**config.mk**
```make
export PLATFORM = sky130hd
export DESIGN_NAME = softusb_timer_sched
export DESIGN_NICKNAME = d
export VERILOG_FILES = /design/src/rtl/softusb_timer_sched.sv
export SDC_FILE = /design/constraint.sdc
export NUM_CORES = 1
export LEC_CHECK = 0
export BUFFER_PORTS_ARGS = -buffer_cell sky130_fd_sc_hd__clkbuf_2
export CAP_MARGIN = 20
export CORE_UTILIZATION = 34
export DETAILED_ROUTE_END_ITERATION = 10
export PLACE_DENSITY = 0.63
export SLEW_MARGIN = 20
export SYNTH_ARGS = -nofsm -noshare
export SYNTH_HDL_FRONTEND = slang
export SYNTH_SLANG_ARGS = --single-unit
```
**constraint.sdc**
```tcl
create_clock -name usb_clk -period 3.1 [get_ports usb_clk]
set_input_delay 0.93 -clock usb_clk [delete_from_list [all_inputs] [get_ports usb_clk]]
set_output_delay 0.93 -clock usb_clk [all_outputs]
set_load 0.005 [all_outputs]
```
**src/rtl/softusb_timer_sched.sv**
```systemverilog
// Frame sequencer and IO arbiter between the Navre CPU and softusb_timer.
// Timer0 becomes a periodic USB frame tick while the sequencer is enabled.
module softusb_timer_sched #(
   parameter logic [5:0]  TMR_CTRL_ADDR = 6'h20,
   parameter logic [5:0]  TMR_CMPL_ADDR = 6'h21,
   parameter logic [5:0]  TMR_CMPH_ADDR = 6'h22,
   parameter logic [7:0]  CTRL_RUN      = 8'h13,
   parameter logic [5:0]  SCHED_BASE    = 6'h28,
   parameter logic [15:0] PERIOD_RST    = 16'd47999
) (
   input  logic        usb_clk,
   input  logic        usb_rst_n,
   input  logic        cpu_io_we,
   input  logic [5:0]  cpu_io_a,
   input  logic [7:0]  cpu_io_di,
   output logic [7:0]  cpu_io_do,
   output logic [1:0]  cpu_irq,
   input  logic [1:0]  cpu_irq_ack,
   output logic        tmr_io_we,
   output logic [5:0]  tmr_io_a,
   output logic [7:0]  tmr_io_di,
   input  logic [7:0]  tmr_io_do,
   input  logic [1:0]  tmr_irq,
   output logic [1:0]  tmr_irq_ack,
   output logic        sof,
   output logic [10:0] frame_no
);

   typedef enum logic [2:0] {
      IDLE, PROG_L, PROG_H, PROG_C, RUN, STOP
   } state_t;

   state_t state, state_d;

   logic        en, blocked, reprog;
   logic [15:0] period;
   logic [10:0] frame_cnt;
   logic        pend_v;
   logic [5:0]  pend_a;
   logic [7:0]  pend_d;
   logic        irq0_q, sof_q, ack_q;

   logic        sel_ctrl, sel_perl, sel_perh;
   logic        sel_frml, sel_frmh, sched_hit;
   logic        tmr0_hit, cpu_blk, cpu_fwd;
   logic        wr_ctrl, wr_perl, wr_perh;
   logic        pend_issue, irq0_rise, in_run;
   logic        seq_load;
   logic [5:0]  seq_a;
   logic [7:0]  seq_d;

   assign sel_ctrl  = cpu_io_a == SCHED_BASE;
   assign sel_perl  = cpu_io_a == SCHED_BASE + 6'd1;
   assign sel_perh  = cpu_io_a == SCHED_BASE + 6'd2;
   assign sel_frml  = cpu_io_a == SCHED_BASE + 6'd3;
   assign sel_frmh  = cpu_io_a == SCHED_BASE + 6'd4;
   assign sched_hit = sel_ctrl | sel_perl | sel_perh
                    | sel_frml | sel_frmh;

   assign tmr0_hit = (cpu_io_a == TMR_CTRL_ADDR)
                   | (cpu_io_a == TMR_CMPL_ADDR)
                   | (cpu_io_a == TMR_CMPH_ADDR);

   // Timer0 belongs to the sequencer while enabled.
   assign cpu_blk = cpu_io_we & ~sched_hit & tmr0_hit & en;
   assign cpu_fwd = cpu_io_we & ~sched_hit & ~cpu_blk;

   assign wr_ctrl = cpu_io_we & sel_ctrl;
   assign wr_perl = cpu_io_we & sel_perl;
   assign wr_perh = cpu_io_we & sel_perh;

   assign pend_issue = pend_v & ~cpu_io_we;
   assign irq0_rise  = tmr_irq[0] & ~irq0_q;
   assign in_run     = state == RUN;

   always_comb begin
      state_d  = state;
      seq_load = 1'b0;
      seq_a    = 6'h00;
      seq_d    = 8'h00;
      unique case (state)
         IDLE: begin
            if (en) state_d = PROG_L;
         end
         PROG_L: begin
            if (!pend_v) begin
               seq_load = 1'b1;
               seq_a    = TMR_CMPL_ADDR;
               seq_d    = period[7:0];
               state_d  = en ? PROG_H : STOP;
            end
         end
         PROG_H: begin
            if (!pend_v) begin
               seq_load = 1'b1;
               seq_a    = TMR_CMPH_ADDR;
               seq_d    = period[15:8];
               state_d  = en ? PROG_C : STOP;
            end
         end
         PROG_C: begin
            if (!pend_v) begin
               seq_load = 1'b1;
               seq_a    = TMR_CTRL_ADDR;
               seq_d    = CTRL_RUN;
               state_d  = en ? RUN : STOP;
            end
         end
         RUN: begin
            if (!en)
               state_d = STOP;
            else if (reprog)
               state_d = PROG_L;
         end
         STOP: begin
            if (!pend_v) begin
               seq_load = 1'b1;
               seq_a    = TMR_CTRL_ADDR;
               seq_d    = 8'h00;
               state_d  = IDLE;
            end
         end
         default: state_d = IDLE;
      endcase
   end

   always_ff @(posedge usb_clk or negedge usb_rst_n) begin
      if (!usb_rst_n) begin
         state     <= IDLE;
         en        <= 1'b0;
         blocked   <= 1'b0;
         reprog    <= 1'b0;
         period    <= PERIOD_RST;
         frame_cnt <= 11'd0;
         pend_v    <= 1'b0;
         pend_a    <= 6'h00;
         pend_d    <= 8'h00;
         irq0_q    <= 1'b0;
         sof_q     <= 1'b0;
         ack_q     <= 1'b0;
      end else begin
         state  <= state_d;
         irq0_q <= tmr_irq[0];
         sof_q  <= irq0_rise & in_run;
         ack_q  <= irq0_rise & (state != IDLE);

         if (wr_ctrl) begin
            en <= cpu_io_di[0];
            if (cpu_io_di[1]) blocked <= 1'b0;
         end else if (cpu_blk) begin
            blocked <= 1'b1;
         end

         if (wr_perl) period[7:0]  <= cpu_io_di;
         if (wr_perh) period[15:8] <= cpu_io_di;

         if ((wr_perl | wr_perh) && state != IDLE)
            reprog <= 1'b1;
         else if (state_d == PROG_L && state != PROG_L)
            reprog <= 1'b0;

         if (wr_ctrl && cpu_io_di[0] && !en)
            frame_cnt <= 11'd0;
         else if (irq0_rise && in_run)
            frame_cnt <= frame_cnt + 11'd1;

         if (seq_load) begin
            pend_v <= 1'b1;
            pend_a <= seq_a;
            pend_d <= seq_d;
         end else if (pend_issue) begin
            pend_v <= 1'b0;
         end
      end
   end

   always_comb begin
      tmr_io_we = 1'b0;
      tmr_io_a  = 6'h00;
      tmr_io_di = 8'h00;
      if (cpu_fwd) begin
         tmr_io_we = 1'b1;
         tmr_io_a  = cpu_io_a;
         tmr_io_di = cpu_io_di;
      end else if (pend_issue) begin
         tmr_io_we = 1'b1;
         tmr_io_a  = pend_a;
         tmr_io_di = pend_d;
      end
   end

   always_comb begin
      cpu_io_do = tmr_io_do;
      unique case (1'b1)
         sel_ctrl: cpu_io_do = {6'b0, blocked, en};
         sel_perl: cpu_io_do = period[7:0];
         sel_perh: cpu_io_do = period[15:8];
         sel_frml: cpu_io_do = frame_cnt[7:0];
         sel_frmh: cpu_io_do = {5'b0, frame_cnt[10:8]};
         default:  cpu_io_do = tmr_io_do;
      endcase
   end

   assign cpu_irq     = {tmr_irq[1], tmr_irq[0] & ~in_run};
   assign tmr_irq_ack = {cpu_irq_ack[1],
                         ack_q | (cpu_irq_ack[0] & ~in_run)};
   assign sof         = sof_q;
   assign frame_no    = frame_cnt;

endmodule
```
==> reports/summary.txt, run 1 <==
Status - finished, violations left
Failing checks - setup timing
Root buf cell - clkbuf_8
Die extent in x - 91.7 um
Met3 Usage GRT - 2.82%
Slew Viols, Final - 0
Worst vdd ir - 0.220 mV
Final period util - 101%
Setup TNS - -0.0203 ns
Register area share after synthesis - 44.5%
Effective utilization at floorplan - 35.2%
Syn-to-layout area delta - 23.5%
Min cycle time layout - 3.12 ns
Initial antenna violation count - 0
Met2 usage - 29.1%
WL/cell - 17.6 um
Worst Path Required - 2.17 ns
CP startpoint kind - input port
Critical Path Stages - 6
Die area - 8410 um2
#FFs+latches synth - 48
Die Y - 91.7 um
Clk pwr share - 22.2%
Post-CTS setup buffers - 0
Longest Clk Path Bufs - 2
Most common flop cell mapped by yosys - dfrtp_1
Worst setup path endpoint - cpu_io_do[6]
Sequential share of power - 44.2%
EDFF count, synth - 0
Final Hold Viols - 0
Mapped Cells - 259
Commonest cells after routing, fill and taps aside - 58 x clkbuf_2, 35 x dfrtp_1, 19 x nor2_1
DP Worst Slack - -0.0327 ns
Htree depth - 2
CTS tree - yes
Worst slew margin - 37.8%
Nets - 360
Worst skew pair latency - 0.31 ns
Final Skew - 0.0170 ns
Tightest Hold Check Type - flip-flop to flip-flop
Vias in the first global route - 2,267
Synth unique cells - 55
Cell chain of the critical path - buf_8 > nand3b_1 > a21o_1 > buf_6 > a221o_1 > buf_2
Actual slew at the worst max-slew pin - 0.920 ns
Total grt overflow - 0
DR vias - 2,288
Core ar. - 7770 um2
CP Max Fanout - 8
R2R cell count - 5
Leakage power total - 0.00159 uW
Leading cell type in the layout, fill and taps excluded - clkbuf_2
Comb power frac - 33.6%
Highest clock rate - 320 MHz
Largest net degree at the start of global routing - 49
Worst reg2reg setup slack - 1.23 ns
Crit end category - primary output
MaxCap Viol Count - 0
Delay-heaviest family, CP - compound AO/OA/AOI/OAI gates
Tot GR Track Use - 18.4%
Max stage delay cell, worst path - a221o_1
Mean post-synth cell area - 10.6 um2
Max incr delay on CP - 0.31 ns
Non-filler cells, final - 433
CTS Buf Count - 5
DRT iter0 DRCs - 165
Worst r2r dst - pend_d[2]
FF/Latch Area - 1220 um2
# clock sinks - 48
Crit path launch - cpu_io_a[4]
Cells after DPL - 424
Fraction of layout cells with a size suffix above 1 - 38.7%
DRC Markers - 0
Multi-input logic area - 1400 um2
First-pass iteration count of the detailed router - 4
Final WS setup - -0.0203 ns
Clock slew at reported path FFs - 0.10 ns
Critical Setup Path Class - input port to primary output
Global placer's final weighted congestion - 0.830
Ys async rst share - 100%
PD cells - 655 nW/um2
FP Rows - 32
Final ANT Viol Nets - 0
I/O pin count - 68
Syn nets - 289
Top Usage Layer GRT - met2
Worst r2r src - state[1]
Fillcell total - 806
RSZ-0062 raised after global routing - yes
Total Routed Length - 7.61 mm
Met1 Use GR - 25.4%
Ys Warns - 0
# setup viols final - 1
Port Buffer Count - 63
Sw Ratio - 36.5%
First-pass GRT wire length - 12.0 mm
# diodes - 0
CP Buf/Inv Count - 3
Placed wire-length estimate - 5.47 mm
Final Power - 2210 uW
Internal power - 1400 uW
Mapped cell area - 2740 um2
Via/cell ratio - 5.28
Worst hold slack - 0.485 ns
CP arrival - 2.19 ns
Switch Pwr - 806 uW
cell type report:
| type | instances | share of cell area, % |
|---|---|---|
| Clock inverter | 2 | 1.15 |
| Tap cell | 102 | 3.78 |
| Timing Repair Buffer | 81 | 13.9 |
| Clock buffer | 6 | 2.45 |
| Inverter | 10 | 1.11 |
| Sequential cell | 48 | 36.1 |
| Multi-Input combinational cell | 184 | 41.5 |
registers in the layout, indices dropped and copies added, names as in the netlist:
name,flops
pend_v,1
blocked,1
pend_a,3
sof,1
ack_q,1
irq0_q,1
frame_no,11
reprog,1
en,1
state,3
pend_d,8
period,16
cell usage after synthesis, types with 6 or more instances:
library cell   n  area share, %
mux2_1         8            3.3
dfrtp_1       35             32
inv_1         10            1.4
a22o_1        13            4.2
nand2_1       17            2.3
xnor2_1       10            3.2
clkbuf_1       6           0.82
dfstp_2       13             12
nor2_1        19            2.6
o21ai_0       16            2.9
a21oi_1       11            2.0
mux2_2        10            4.1
mux2i_1        9            3.3
repair_timing:
action,4_1_cts,5_1_grt
endpoints found under the setup margin,12,22
cloned,0,1
hold buffers,0,0
resized for setup,1,17
pin swaps,0,17
per-stage QoR:
stage | area, um2 | util [%]
2_1_floorplan | 2740 | -
3_3_place_gp | 3200 | 41.1
3_5_place_dp | 3200 | 41.1
4_1_cts | 3320 | 42.8
5_1_grt | 3380 | 43.5
6_report | 3380 | 43.5
metal layers:
layer / share of wire (%) / wire [um]
met5: 0 / 0
met4: 1.9 / 142
met3: 4.2 / 322
met2: 47 / 3610
met1: 46 / 3530
power by group through the flow:
| stage | sequential [uW] | combinational [uW] | clock [uW] |
|---|---|---|---|
| after floorplan | 919 | 508 | 0 |
| after global placement | 984 | 715 | 0 |
| after detailed placement | 986 | 730 | 0 |
| after CTS | 976 | 736 | 502 |
| after global routing | 997 | 819 | 524 |
| final | 978 | 742 | 490 |
cell families after synthesis:
group,share of synthesized area [%]
DFF,44.5
and+or+nand+nor,18.5
buffers and inverters,5.67
AOI/OAI and AO/OA,16.6
adders and majority gates,0.823
xor gates and xnor gates,3.20
muxes,10.7
how the worst min path moves through the flow:
stage	depth (start not counted)	startpoint	slack, ns	end
6_report	1	pend_a[5]	0.48	pend_a[5]
5_1_grt	1	pend_a[5]	0.50	pend_a[5]
4_1_cts	1	pend_a[5]	0.49	pend_a[5]
3_5_place_dp	1	pend_a[5]	0.46	pend_a[5]
3_3_place_gp	1	pend_a[5]	0.46	pend_a[5]
2_1_floorplan	1	pend_a[5]	0.44	pend_a[5]
Note: power is estimated with default switching activity, not from simulation.
==> inputs of run 2 (changes only) <==
RECOVER_POWER = 25   (was default)
==> run 2 against run 1 <==
Net effect:
- the run still ends with setup timing left
- worst hold slack about the same
- die area unchanged
- sequential power barely moved
- flip-flop and latch count did not move
- via count is essentially flat
- power down 0.37%
- worst setup slack got worse by 0.0037 ns
- count of clock-buffer cells in the layout stayed put
- clock power hardly changed
- design area decreased by 0.22%
- non-clock buffer count unchanged
- critical endpoint unchanged
==> reports/summary.txt, run 2 (synthesis results as in run 1) <==
Vias in the first global route - 2,267 (unchanged)
FP Rows - 32 (unchanged)
Highest clock rate - 320 MHz (-0.12%)
Crit end category - primary output
Cell area after layout - 3370 um2 (-0.22%)
Root buf cell - clkbuf_8
Syn-to-layout area delta - 23.2%
Fillcell total - 805 (-0.12%)
Global placer's final weighted congestion - 0.830 (unchanged)
Final Power - 2200 uW (-0.37%)
PD cells - 654 nW/um2 (-0.14%)
Die extent in x - 91.7 um (unchanged)
Longest Clk Path Bufs - 2 (unchanged)
WL/cell - 17.5 um (-0.38%)
Placed wire-length estimate - 5.47 mm (unchanged)
FF/Latch Area - 1220 um2 (unchanged)
DP Area - 3200 um2 (unchanged)
Cells after DPL - 424 (unchanged)
I/O pin count - 68 (unchanged)
Commonest cells after routing, fill and taps aside - 58 x clkbuf_2, 35 x dfrtp_1, 19 x nor2_1
First-pass GRT wire length - 12.0 mm (unchanged)
DRC Markers - 0 (unchanged)
Non-filler cells, final - 433 (unchanged)
Worst slew margin - 18.8% (-19 points)
Htree depth - 2 (unchanged)
Largest register FFs - 16 (unchanged)
Initial antenna violation count - 0 (unchanged)
Actual slew at the worst max-slew pin - 1.22 ns (+0.298 ns)
Max stage delay cell, worst path - a221o_1
Slew Viols, Final - 0 (unchanged)
Multi-input logic area - 1400 um2 (unchanged)
Core ar. - 7770 um2 (unchanged)
RSZ-0062 raised after global routing - yes
Clock slew at reported path FFs - 0.10 ns (about the same)
CTS Buf Count - 5 (unchanged)
Via/cell ratio - 5.29 (about the same)
Worst Path Required - 2.17 ns (about the same)
DP Worst Slack - -0.0327 ns (unchanged)
Die Y - 91.7 um (unchanged)
# setup viols final - 1 (unchanged)
Leading cell type in the layout, fill and taps excluded - clkbuf_2
Cell chain of the critical path - buf_8 > nand3b_1 > a21o_1 > buf_6 > a221o_1 > buf_2
Max incr delay on CP - 0.31 ns (about the same)
Nets - 360 (unchanged)
Effective utilization at floorplan - 35.2% (unchanged)
Total Routed Length - 7.58 mm (-0.38%)
Leakage power total - 0.00158 uW (-0.47%)
First-pass iteration count of the detailed router - 6 (+2)
Largest net degree at the start of global routing - 49 (unchanged)
Final ANT Viol Nets - 0 (unchanged)
Worst vdd ir - 0.219 mV (-0.38%)
Failing checks - setup timing
Top reg by flops - period
Final Hold Viols - 0 (unchanged)
Die area - 8410 um2 (unchanged)
CP arrival - 2.19 ns (about the same)
Min cycle time layout - 3.12 ns (+0.00372 ns)
# clock sinks - 48 (unchanged)
# diodes - 0 (unchanged)
CP Max Fanout - 8 (unchanged)
Post-CTS setup buffers - 0 (unchanged)
CTS tree - yes
Tot GR Track Use - 18.4% (unchanged)
DR vias - 2,290 (+0.087%)
Final Skew - 0.0176 ns (+0.000644 ns)
Status - finished, violations left
Port Buffer Count - 63 (unchanged)
CP startpoint kind - input port
Final period util - 101% (+0.12 points)
Critical Setup Path Class - input port to primary output
Hold-fix buffers, CTS - 0 (unchanged)
Final WS setup - -0.0240 ns (-0.00372 ns)
Fraction of layout cells with a size suffix above 1 - 38.1% (-0.60 points)
DRT iter0 DRCs - 160 (-3.0%)
Worst skew pair latency - 0.31 ns (about the same)
Tightest Hold Check Type - flip-flop to flip-flop
Total grt overflow - 0 (unchanged)
MaxCap Viol Count - 0 (unchanged)
-- run 2: through the flow --
stage	utilization (%)	TNS [ns]	hold WS, ns
floorplan	-	0	0.436
global placement	41.1	0	0.456
detailed placement	41.1	-0.162	0.464
CTS	42.8	0	0.489
global route	43.4	-0.480	0.502
finish	43.4	-0.0240	0.485
-- run 2: worst max-delay path, delay by kind of cell --
kind	cells	cell delay, ns
AOI/OAI and AO/OA	2	0.60
buffers and inverters	3	0.40
and+or+nand+nor	1	0.26
-- run 2: metal layers --
layer / vias to the layer above / track usage, % / wire [um] / share of wire, %
met5: - / 0 / 0 / 0
met1: 1123 / 25.4 / 3500 / 46
met3: 13 / 2.82 / 340 / 4.5
met4: 0 / 6.90 / 142 / 1.9
met2: 70 / 29.1 / 3600 / 47
li1: 1084 / - / - / -
-- run 2: cell type report --
cell class | count | share of cell area (%)
Timing Repair Buffer | 81 | 13.7
Clock buffer | 6 | 2.45
Sequential cell | 48 | 36.1
Tap cell | 102 | 3.79
Multi-Input combinational cell | 184 | 41.6
Inverter | 10 | 1.11
Clock inverter | 2 | 1.15
-- run 2: timing repair --
action                     in CTS  in global routing
pin swaps                       0                 17
cloned                          0                  1
setup endpoints to repair      12                 22
resized for setup               1                 17
-- run 2: power breakdown --
group	switching, uW	internal (uW)
Clock	227	264
Sequential	177	800
Combinational	400	334
Total	804	1400
-- run 2: path summary, 6_finish.rpt --
path / start / to / slack [ns] / cells after the start
max: cpu_io_a[4] / cpu_io_do[6] / -0.02 / 6
min: pend_a[5] / pend_a[5] / 0.48 / 1
max reg2reg: state[2] / pend_d[2] / 1.15 / 5
min reg2reg: pend_a[5] / pend_a[5] / 0.48 / 1
max in group asynchronous: usb_rst_n / pend_d[3] / 1.42 / 2
min in group asynchronous: usb_rst_n / sof / 0.95 / 2
